### src/rtl/wb_arb.sv
// ---------------------------------------------------------------------------
// wb_arb : writeback arbiter in front of the register file write port.
//
// Merges the never-stalled ALU result path with the buffered, backpressured
// load-response path onto one registered write port (we/rd/wd). Loads wait
// in a small FIFO; an ALU write to register r squashes any older buffered
// load to r so write-after-write order is preserved. The pending mask tells
// decode which registers still have a live load outstanding.
//
// Optional feature macro: WB_ARB_TRACE_EN
//   When defined, every cycle with we=1 prints its source (ALU/MEM), rd and
//   wd, and every squash prints the killed register index. When undefined no
//   simulation-only logic is present.
// ---------------------------------------------------------------------------
module wb_arb #(
    parameter int DEPTH = 2,   // load FIFO entries: 2, 4 or 8
    parameter int AW    = 4,   // register index width
    parameter int DW    = 32   // data width
) (
    input  logic               clk,
    input  logic               rst,

    input  logic               alu_valid,
    input  logic [AW-1:0]      alu_rd,
    input  logic [DW-1:0]      alu_wd,

    input  logic               mem_valid,
    output logic               mem_ready,
    input  logic [AW-1:0]      mem_rd,
    input  logic [DW-1:0]      mem_wd,

    output logic               we,
    output logic [AW-1:0]      rd,
    output logic [DW-1:0]      wd,

    output logic [2**AW-1:0]   pending
);

    // Pointer width carries one extra wrap bit to tell full from empty.
    localparam int IW = $clog2(DEPTH);
    localparam int PW = IW + 1;

    // -----------------------------------------------------------------------
    // State
    // -----------------------------------------------------------------------
    logic [PW-1:0]    wr_ptr_q, wr_ptr_d;
    logic [PW-1:0]    rd_ptr_q, rd_ptr_d;
    logic [DEPTH-1:0] vld_q,    vld_d;
    logic [DEPTH-1:0] kill_q,   kill_d;
    logic [AW-1:0]    ent_rd_q [DEPTH];
    logic [AW-1:0]    ent_rd_d [DEPTH];
    logic [DW-1:0]    ent_wd_q [DEPTH];
    logic [DW-1:0]    ent_wd_d [DEPTH];

    logic             we_q, we_d;
    logic [AW-1:0]    rd_q, rd_d;
    logic [DW-1:0]    wd_q, wd_d;

    // -----------------------------------------------------------------------
    // Decode of the current cycle
    // -----------------------------------------------------------------------
    logic [IW-1:0] wr_idx;
    logic [IW-1:0] hd_idx;
    logic          full;
    logic          empty;
    logic          alu_sel;     // ALU write wins the port this cycle
    logic          head_live;   // head entry present and not squashed
    logic          head_dead;   // head entry present but squashed
    logic          push;
    logic          pop;

    assign wr_idx = wr_ptr_q[IW-1:0];
    assign hd_idx = rd_ptr_q[IW-1:0];
    assign full   = (wr_ptr_q[PW-1] != rd_ptr_q[PW-1]) && (wr_idx == hd_idx);
    assign empty  = (wr_ptr_q == rd_ptr_q);

    // Backpressure depends on stored state only, never on mem_valid or on a
    // same-cycle pop, so there is no combinational path through this block.
    assign mem_ready = !full;

    // Classify this cycle: who owns the port, and whether the FIFO moves.
    always_comb begin
        // NOTE: every signal written here gets a value on every path first,
        // otherwise synthesis infers a latch to hold the missing case.
        alu_sel   = 1'b0;
        head_live = 1'b0;
        head_dead = 1'b0;
        push      = 1'b0;
        pop       = 1'b0;

        alu_sel   = alu_valid && (alu_rd != '0);
        head_live = !empty && !kill_q[hd_idx];
        head_dead = !empty &&  kill_q[hd_idx];

        // Loads to x0 are accepted but dropped: they never take a slot.
        push = mem_valid && mem_ready && (mem_rd != '0);

        // At most one pop per cycle, and only when the ALU is not writing.
        pop  = !alu_sel && (head_live || head_dead);
    end

    // -----------------------------------------------------------------------
    // FIFO next state: squash, pop, push
    // -----------------------------------------------------------------------

    // Apply squash to older matching entries, then retire the head, then
    // append the new load with kill clear so a same-cycle load survives.
    always_comb begin
        wr_ptr_d = wr_ptr_q;
        rd_ptr_d = rd_ptr_q;
        vld_d    = vld_q;
        kill_d   = kill_q;
        ent_rd_d = ent_rd_q;
        ent_wd_d = ent_wd_q;

        if (alu_sel) begin
            for (int i = 0; i < DEPTH; i++) begin
                if (vld_q[i] && (ent_rd_q[i] == alu_rd)) begin
                    kill_d[i] = 1'b1;
                end
            end
        end

        if (pop) begin
            vld_d[hd_idx]  = 1'b0;
            kill_d[hd_idx] = 1'b0;
            rd_ptr_d       = rd_ptr_q + PW'(1);
        end

        // The tail slot is never the head being popped: a push needs
        // !full and a pop needs !empty, so the indices differ whenever
        // both happen in one cycle.
        if (push) begin
            vld_d[wr_idx]    = 1'b1;
            kill_d[wr_idx]   = 1'b0;
            ent_rd_d[wr_idx] = mem_rd;
            ent_wd_d[wr_idx] = mem_wd;
            wr_ptr_d         = wr_ptr_q + PW'(1);
        end
    end

    // -----------------------------------------------------------------------
    // Write port next state
    // -----------------------------------------------------------------------

    // ALU first, then a live head; otherwise we drops and rd/wd hold.
    always_comb begin
        we_d = 1'b0;
        rd_d = rd_q;
        wd_d = wd_q;

        if (alu_sel) begin
            we_d = 1'b1;
            rd_d = alu_rd;
            wd_d = alu_wd;
        end else if (head_live) begin
            we_d = 1'b1;
            rd_d = ent_rd_q[hd_idx];
            wd_d = ent_wd_q[hd_idx];
        end
    end

    // -----------------------------------------------------------------------
    // Pending mask
    // -----------------------------------------------------------------------

    // One bit per register that still has a live (unsquashed) load queued.
    always_comb begin
        pending = '0;
        for (int i = 0; i < DEPTH; i++) begin
            if (vld_q[i] && !kill_q[i]) begin
                pending[ent_rd_q[i]] = 1'b1;
            end
        end
    end

    // -----------------------------------------------------------------------
    // Registers
    // -----------------------------------------------------------------------

    // Control state and the write port; reset discards in-flight loads.
    always_ff @(posedge clk) begin
        // NOTE: sequential state uses non-blocking assignment so every flop
        // samples the pre-edge value regardless of statement order.
        if (rst) begin
            wr_ptr_q <= '0;
            rd_ptr_q <= '0;
            vld_q    <= '0;
            kill_q   <= '0;
            we_q     <= 1'b0;
            rd_q     <= '0;
            wd_q     <= '0;
        end else begin
            wr_ptr_q <= wr_ptr_d;
            rd_ptr_q <= rd_ptr_d;
            vld_q    <= vld_d;
            kill_q   <= kill_d;
            we_q     <= we_d;
            rd_q     <= rd_d;
            wd_q     <= wd_d;
        end
    end

    // Entry payload storage.
    always_ff @(posedge clk) begin
        // NOTE: payload is deliberately not reset; the valid bits gate every
        // read of it, so clearing the array would only cost reset fan-out.
        ent_rd_q <= ent_rd_d;
        ent_wd_q <= ent_wd_d;
    end

    assign we = we_q;
    assign rd = rd_q;
    assign wd = wd_q;

`ifdef WB_ARB_TRACE_EN
    // -----------------------------------------------------------------------
    // Trace: remembers which source produced the registered write.
    // -----------------------------------------------------------------------
    logic src_alu_q, src_alu_d;

    assign src_alu_d = alu_sel;

    // Track the source alongside we_q.
    always_ff @(posedge clk) begin
        if (rst) begin
            src_alu_q <= 1'b0;
        end else begin
            src_alu_q <= src_alu_d;
        end
    end

    // Report port writes and squashes as they happen.
    always_ff @(posedge clk) begin
        if (we_q) begin
            $display("[wb_arb] %0t write %s x%0d = %h",
                     $time, src_alu_q ? "ALU" : "MEM", rd_q, wd_q);
        end
        if (!rst && alu_sel) begin
            for (int i = 0; i < DEPTH; i++) begin
                if (vld_q[i] && !kill_q[i] && (ent_rd_q[i] == alu_rd)) begin
                    $display("[wb_arb] %0t squash x%0d (slot %0d)",
                             $time, ent_rd_q[i], i);
                end
            end
        end
    end
`else
`endif

endmodule
### config.mk
export PLATFORM = sky130hd
export DESIGN_NAME = wb_arb
export DESIGN_NICKNAME = d
export VERILOG_FILES = /design/src/rtl/wb_arb.sv
export SDC_FILE = /design/constraint.sdc
export NUM_CORES = 1
export LEC_CHECK = 0
export ABC_AREA = 1
export BUFFER_PORTS_ARGS = -buffer_cell sky130_fd_sc_hd__buf_2
export CAP_MARGIN = 5
export CORE_MARGIN = 2
export CORE_UTILIZATION = 54
export DETAILED_ROUTE_END_ITERATION = 16
export HOLD_SLACK_MARGIN = 0.05
export PLACE_DENSITY_LB_ADDON = 0.05
export SLEW_MARGIN = 10
export SYNTH_ARGS = -nofsm -noshare
export SYNTH_HDL_FRONTEND = slang
export SYNTH_SLANG_ARGS = --single-unit
### constraint.sdc
create_clock -name clk -period 2.5 [get_ports clk]
set_input_delay 0.25 -clock clk [delete_from_list [all_inputs] [get_ports clk]]
set_output_delay 0.25 -clock clk [all_outputs]
set_load 0.01 [all_outputs]
## After elaboration in Yosys (flattened, before gate mapping)

Index checks and enable logic that the tools add are counted.

| operators by class | value |
|---|---|
| add/sub/neg operators | 2 |
| $mul | 0 |
| divide/modulo/power cells | 0 |
| $lt $le $gt $ge | 11 |
| eq/ne operators | 5 |
| shift operators | 0 |
| multiplexer cells | 37 |
| bitwise logic cells | 9 |
| reduce and logical (&&, ||, !) cells | 26 |

Operators by type and width:

| cell | number |
|---|---|
| $mux 32 | 6 |
| $bwmux 64 | 1 |
| $demux 32 s1 | 1 |
| $mux 16 | 2 |
| $mux 4 | 6 |
| $logic_and 1x1->1 | 16 |
| $or 16x16->16 | 1 |
| $lt 4x5->1 const B | 2 |
| $mux 1 | 10 |
| $mux 2 | 5 |
| $bwmux 8 | 1 |
| $demux 1 s4 | 2 |
| $eq 4x4->1 | 2 |
| $ge 4x1->1 const B | 2 |
| $reduce_bool 4->1 | 2 |
| $and 2x2->2 | 3 |
| $logic_not 1->1 | 6 |
| $add 2x1->2 const B | 2 |
| $demux 4 s1 | 1 |
| $ge 2x2->1 const B | 2 |
| $lt 1x2->1 const B | 2 |
| $not 1->2 | 2 |
| $not 2->2 | 2 |
| $demux 1 s1 | 2 |
| other kinds (8) | 9 |

| storage, ports and cells | value |
|---|---|
| register bits | 117 |
| bits in latches | 0 |
| RAM bits | 0 |
| ROM bits | 0 |
| bits of input ports | 76 |
| memories kept | 0 |

## Depth between registers and ports, before layout

| depth | value |
|---|---|
| word-level depth | 9 |
| depth in mapped cells | 10 |
| depth with buffers taken out | 8 |

## Least setup slack after synthesis

Ideal clock, no wire load.

| timing path | value |
|---|---|
| kind | flip-flop to flip-flop |
| start point | register rd_ptr_q[0] |
| end point | register ent_rd_q[4] (netlist name) (enable) |
| setup time | 0.391 ns |
| arrival time | 1.670 ns |
| data required time | 2.109 ns |
| path slack | 0.439 ns |
| cell stages (with the launch flop) | 8 |
| cells stage by stage | dfxtp_1 -> buf_6 -> inv_4 -> nand2_1 -> nand2_2 -> nand2_1 -> nand3_1 -> inv_1 |

| on the way | value |
|---|---|
| word-level cells in the longest chain between the ends | 5 |

Ends and longest elaborated chain:

| item | line | source |
|---|---|---|
| from (decl) | 47 | `logic [PW-1:0] rd_ptr_q, rd_ptr_d;` |
| from (signal assigned) | 195 | `rd_ptr_q <= rd_ptr_d;` |
| $eq 1x1->1 | 74 | `assign full = (wr_ptr_q[PW-1] != rd_ptr_q[PW-1]) && (wr_idx == hd_idx);` |
| $logic_and 1x1->1 | 74 |  |
| $logic_not 1->1 | 79 | `assign mem_ready = !full;` |
| named net mem_ready | 28 | `output logic mem_ready,` |
| $logic_and 1x1->1 (2 in series) | 96 | `push = mem_valid && mem_ready && (mem_rd != '0);` |
| to (signal assigned) | 208 | `ent_rd_q <= ent_rd_d;` |
| to (decl) | 50 | `logic [AW-1:0] ent_rd_q [DEPTH];` |

The timed path passes the listed nets, and every way through them passes these cells.
A chain may end at the register's enable or synchronous reset.

## Worst setup path after layout

| timing path | value |
|---|---|
| start point | register vld_q[0] |
| end point | output port pending[11] |

| on the way | value |
|---|---|
| word-level cells in the longest chain between the ends | 4 |

Ends and longest elaborated chain:

| item | line | source |
|---|---|---|
| from (decl) | 48 | `logic [DEPTH-1:0] vld_q, vld_d;` |
| from (signal assigned) | 196 | `vld_q <= vld_d;` |
| $logic_and 1x1->1 * | 171 | `if (vld_q[i] && !kill_q[i]) begin` |
| $mux 16 * | 171 |  |
| $or 16x16->16 (no source line) | - |  |
| $mux 16 * | 171 |  |
| to (decl) | 36 | `output logic [2**AW-1:0] pending` |

Every way passes the cells marked *; elsewhere a longest branch is shown, timed or not.

==> results.ini <==
[clock_network]
cts_setup_buffers = 0
htreeDepth = 4
clk_pin_slew_ns = 0.05
clock-sinks = 117
clk_path_buf_depth = 2
cts_buffers = 17
clock_latency_ns = 0.52
cts_tree = built
cts.root.buffer_cell = clkbuf_8

[timing]
worst_pin_slew_ns = 0.783
fin_skew_ns = 0.00659
maxSlewViolCount = 0
min_period_over_period = 0.884
setup_violations = 0
fin_crit_ns = 2.21
hold_violations = 0
fmax_mhz = 452
setup_tns_ns = 0
max_slew_margin = 0.477
rsz0062_at_grt = no

[logic_synthesis]
synth_area_leaders = edfxtp_1, nand2_1, dfxtp_1, nor2_1, nand3_1
synth_most_common_cell = nand2_1
yosysUniqueCellTypes = 24
synthAdderAreaFrac = 0
ys_seq_area_frac = 0.564
yosys-top-cells-count = nand2_1, nor2_1, edfxtp_1
synth_ff_type = edfxtp_1
yosysTopAreaCell = edfxtp_1
synth-xor-area-share = 0.00161
synth-seq-cells = 117
yosys_warnings = 0
syn_nets = 766
synth_compound_area_frac = 0.0387
synthSimpleGateAreaFrac = 0.325
syn-cell-area_sq_um = 5430
synth_top_family_by_area = simple AND/OR/NAND/NOR gates
synth_edf_count = 72
syn_avg_cell_area_sq_um = 7.87
async_flop_share = 0
syn_inst = 690
synth_mux_area_frac = 0
netlist.area_leader.share = 0.398

[floorplan]
die_w_um = 104
coreArea_sq_um = 9770
ios = 130
initial_core_util = 0.556
rows = 36
dieArea_sq_um = 10900
die_h_um = 104

[detailed_routing]
wl_per_cell_um = 14.4
routed_wl_mm = 14.8
antenna_left = 0
first_pass_iters = 8
drc_errors = 0
vias = 5092
drt-initial-drc-count = 304
vias_per_cell = 4.97

[grt]
grt_usage = 0.275
antenna_found_initial = 0
grt.overflow.total = 0
grt_pass1_wl_mm = 23.6
grt_pass1_vias = 5050
grt_max_degree = 43

[worst_hold_path]
min_path_type = input port to register
hold_path_depth = 5
holdPathEnd = wd[13]$_SDFFE_PP0P_
holdCritStartpoint = alu_wd[13]

[placement]
place_inst = 935
port_buffers = 129
hpwl_mm = 8.84
gp_congestion = 0.873

[final_layout]
drive_gt1_frac = 0.198
final_cells = 1025
insertedDiodeCount = 0
nets = 955
fin_util = 0.756
area_delta_synth_final_pct = 36.0

[setup_path]
startpoint_type = register
crit_type = register to primary output
rr_startpoint = rd_ptr_q[0]$_SDFFE_PP0N_
r2r-end = ent_wd_q[49]$_DFFE_PP_
ff2ff_setup_slack_ns = 0.71
critPathMaxFanout = 8
required_ns = 2.25
critPathCaptureType = primary output
worstPathArrival_ns = 1.96
ff2ff_path_depth = 7

[pwr]
ir_worst_vdd_mv = 0.525
power.leakage_nw = 3.54
power.total_mw = 5.93
powerDensity_nw_per_um2 = 803

[run]
cap_violations = 0

[outcome]
outcome = finished, final reports clean

-- worst max-delay path, stage by stage, from the launching register on --
cell and delay [ns]:
dfxtp_1 0.33, inv_1 0.06, nor2_2 0.27, inv_1 0.10, nor3_1 0.34, nand3_1 0.11
o21ai_0 0.08, buf_2 0.15
-- layout make-up --
cell class	instances	area [sq um]
inverters	61	231
multi-input cells	483	2000
well taps	133	166
clock buffers	21	439
fillers	730	2390
flip-flops and latches	117	3060
clock inverters	11	134
repair buffers	199	1350
-- logic make-up after synthesis --
group / count (synthesis)
simple gates: 446
xor+xnor: 1
compound gates: 36
buf+inv: 90
flops: 117
-- worst max path at each step --
stage / from / endpoint / slack (ns) / cells past startpoint
after floorplan: rd_ptr_q[0]$_SDFFE_PP0N_ / ent_rd_q[4]$_DFFE_PP_ / 0.44 / 7
after global placement: mem_rd[0] / ent_wd_q[51]$_DFFE_PP_ / 0.70 / 6
after detailed placement: mem_rd[1] / ent_wd_q[47]$_DFFE_PP_ / 0.61 / 6
after CTS: vld_q[0]$_SDFF_PP0_ / pending[11] / 0.14 / 7
after global routing: vld_q[0]$_SDFF_PP0_ / pending[10] / 0.14 / 7
final: vld_q[0]$_SDFF_PP0_ / pending[11] / 0.29 / 7
-- sequential cells by signal, indices dropped and copies added (netlist names) --
signal / cells
kill_q: 2
wd: 32
rd_ptr_q: 2
we: 1
rd: 4
vld_q: 2
ent_wd_q: 64
ent_rd_q: 8
wr_ptr_q: 2
-- layer usage --
metal / track usage / routed length, um / vias to the layer above
met5: 0 / 0 / -
li1: - / - / 2551
met1: 0.321 / 6060 / 2327
met4: 0.109 / 263 / 0
met2: 0.488 / 7630 / 183
met3: 0.0620 / 809 / 31
-- cells in the final DEF, fill, tap and decap left out, types with 16 or more instances in the layout --
| cell | count |
|---|---|
| dlygate4sd3_1 | 58 |
| edfxtp_1 | 72 |
| buf_2 | 129 |
| nand2_1 | 287 |
| nor2_1 | 97 |
| inv_1 | 58 |
| o21ai_0 | 22 |
| dfxtp_1 | 44 |
| nand3_1 | 54 |
| clkbuf_16 | 16 |
-- timing repair --
action	4_1_cts	5_1_grt
gates resized for setup	0	1
endpoints found under the hold margin	97	1
hold buffers	57	1
endpoints found under the setup margin	0	2
-- per-stage QoR --
stage / hold slack [ns] / worst slack (ns) / cell area, sq um
2_1_floorplan: 0.319 / 0.439 / 5430
3_3_place_gp: 0.441 / 0.702 / 6230
3_5_place_dp: 0.444 / 0.610 / 6230
4_1_cts: 0.0503 / 0.135 / 7370
5_1_grt: 0.0670 / 0.139 / 7380
6_report: 0.0592 / 0.290 / 7380
-- where the power goes --
group | switching (mW) | internal [mW] | total, mW
Combinational | 0.771 | 0.456 | 1.23
Sequential | 0.0959 | 2.27 | 2.37
Clock | 0.810 | 1.53 | 2.34
(Power assumes the default switching activity.)
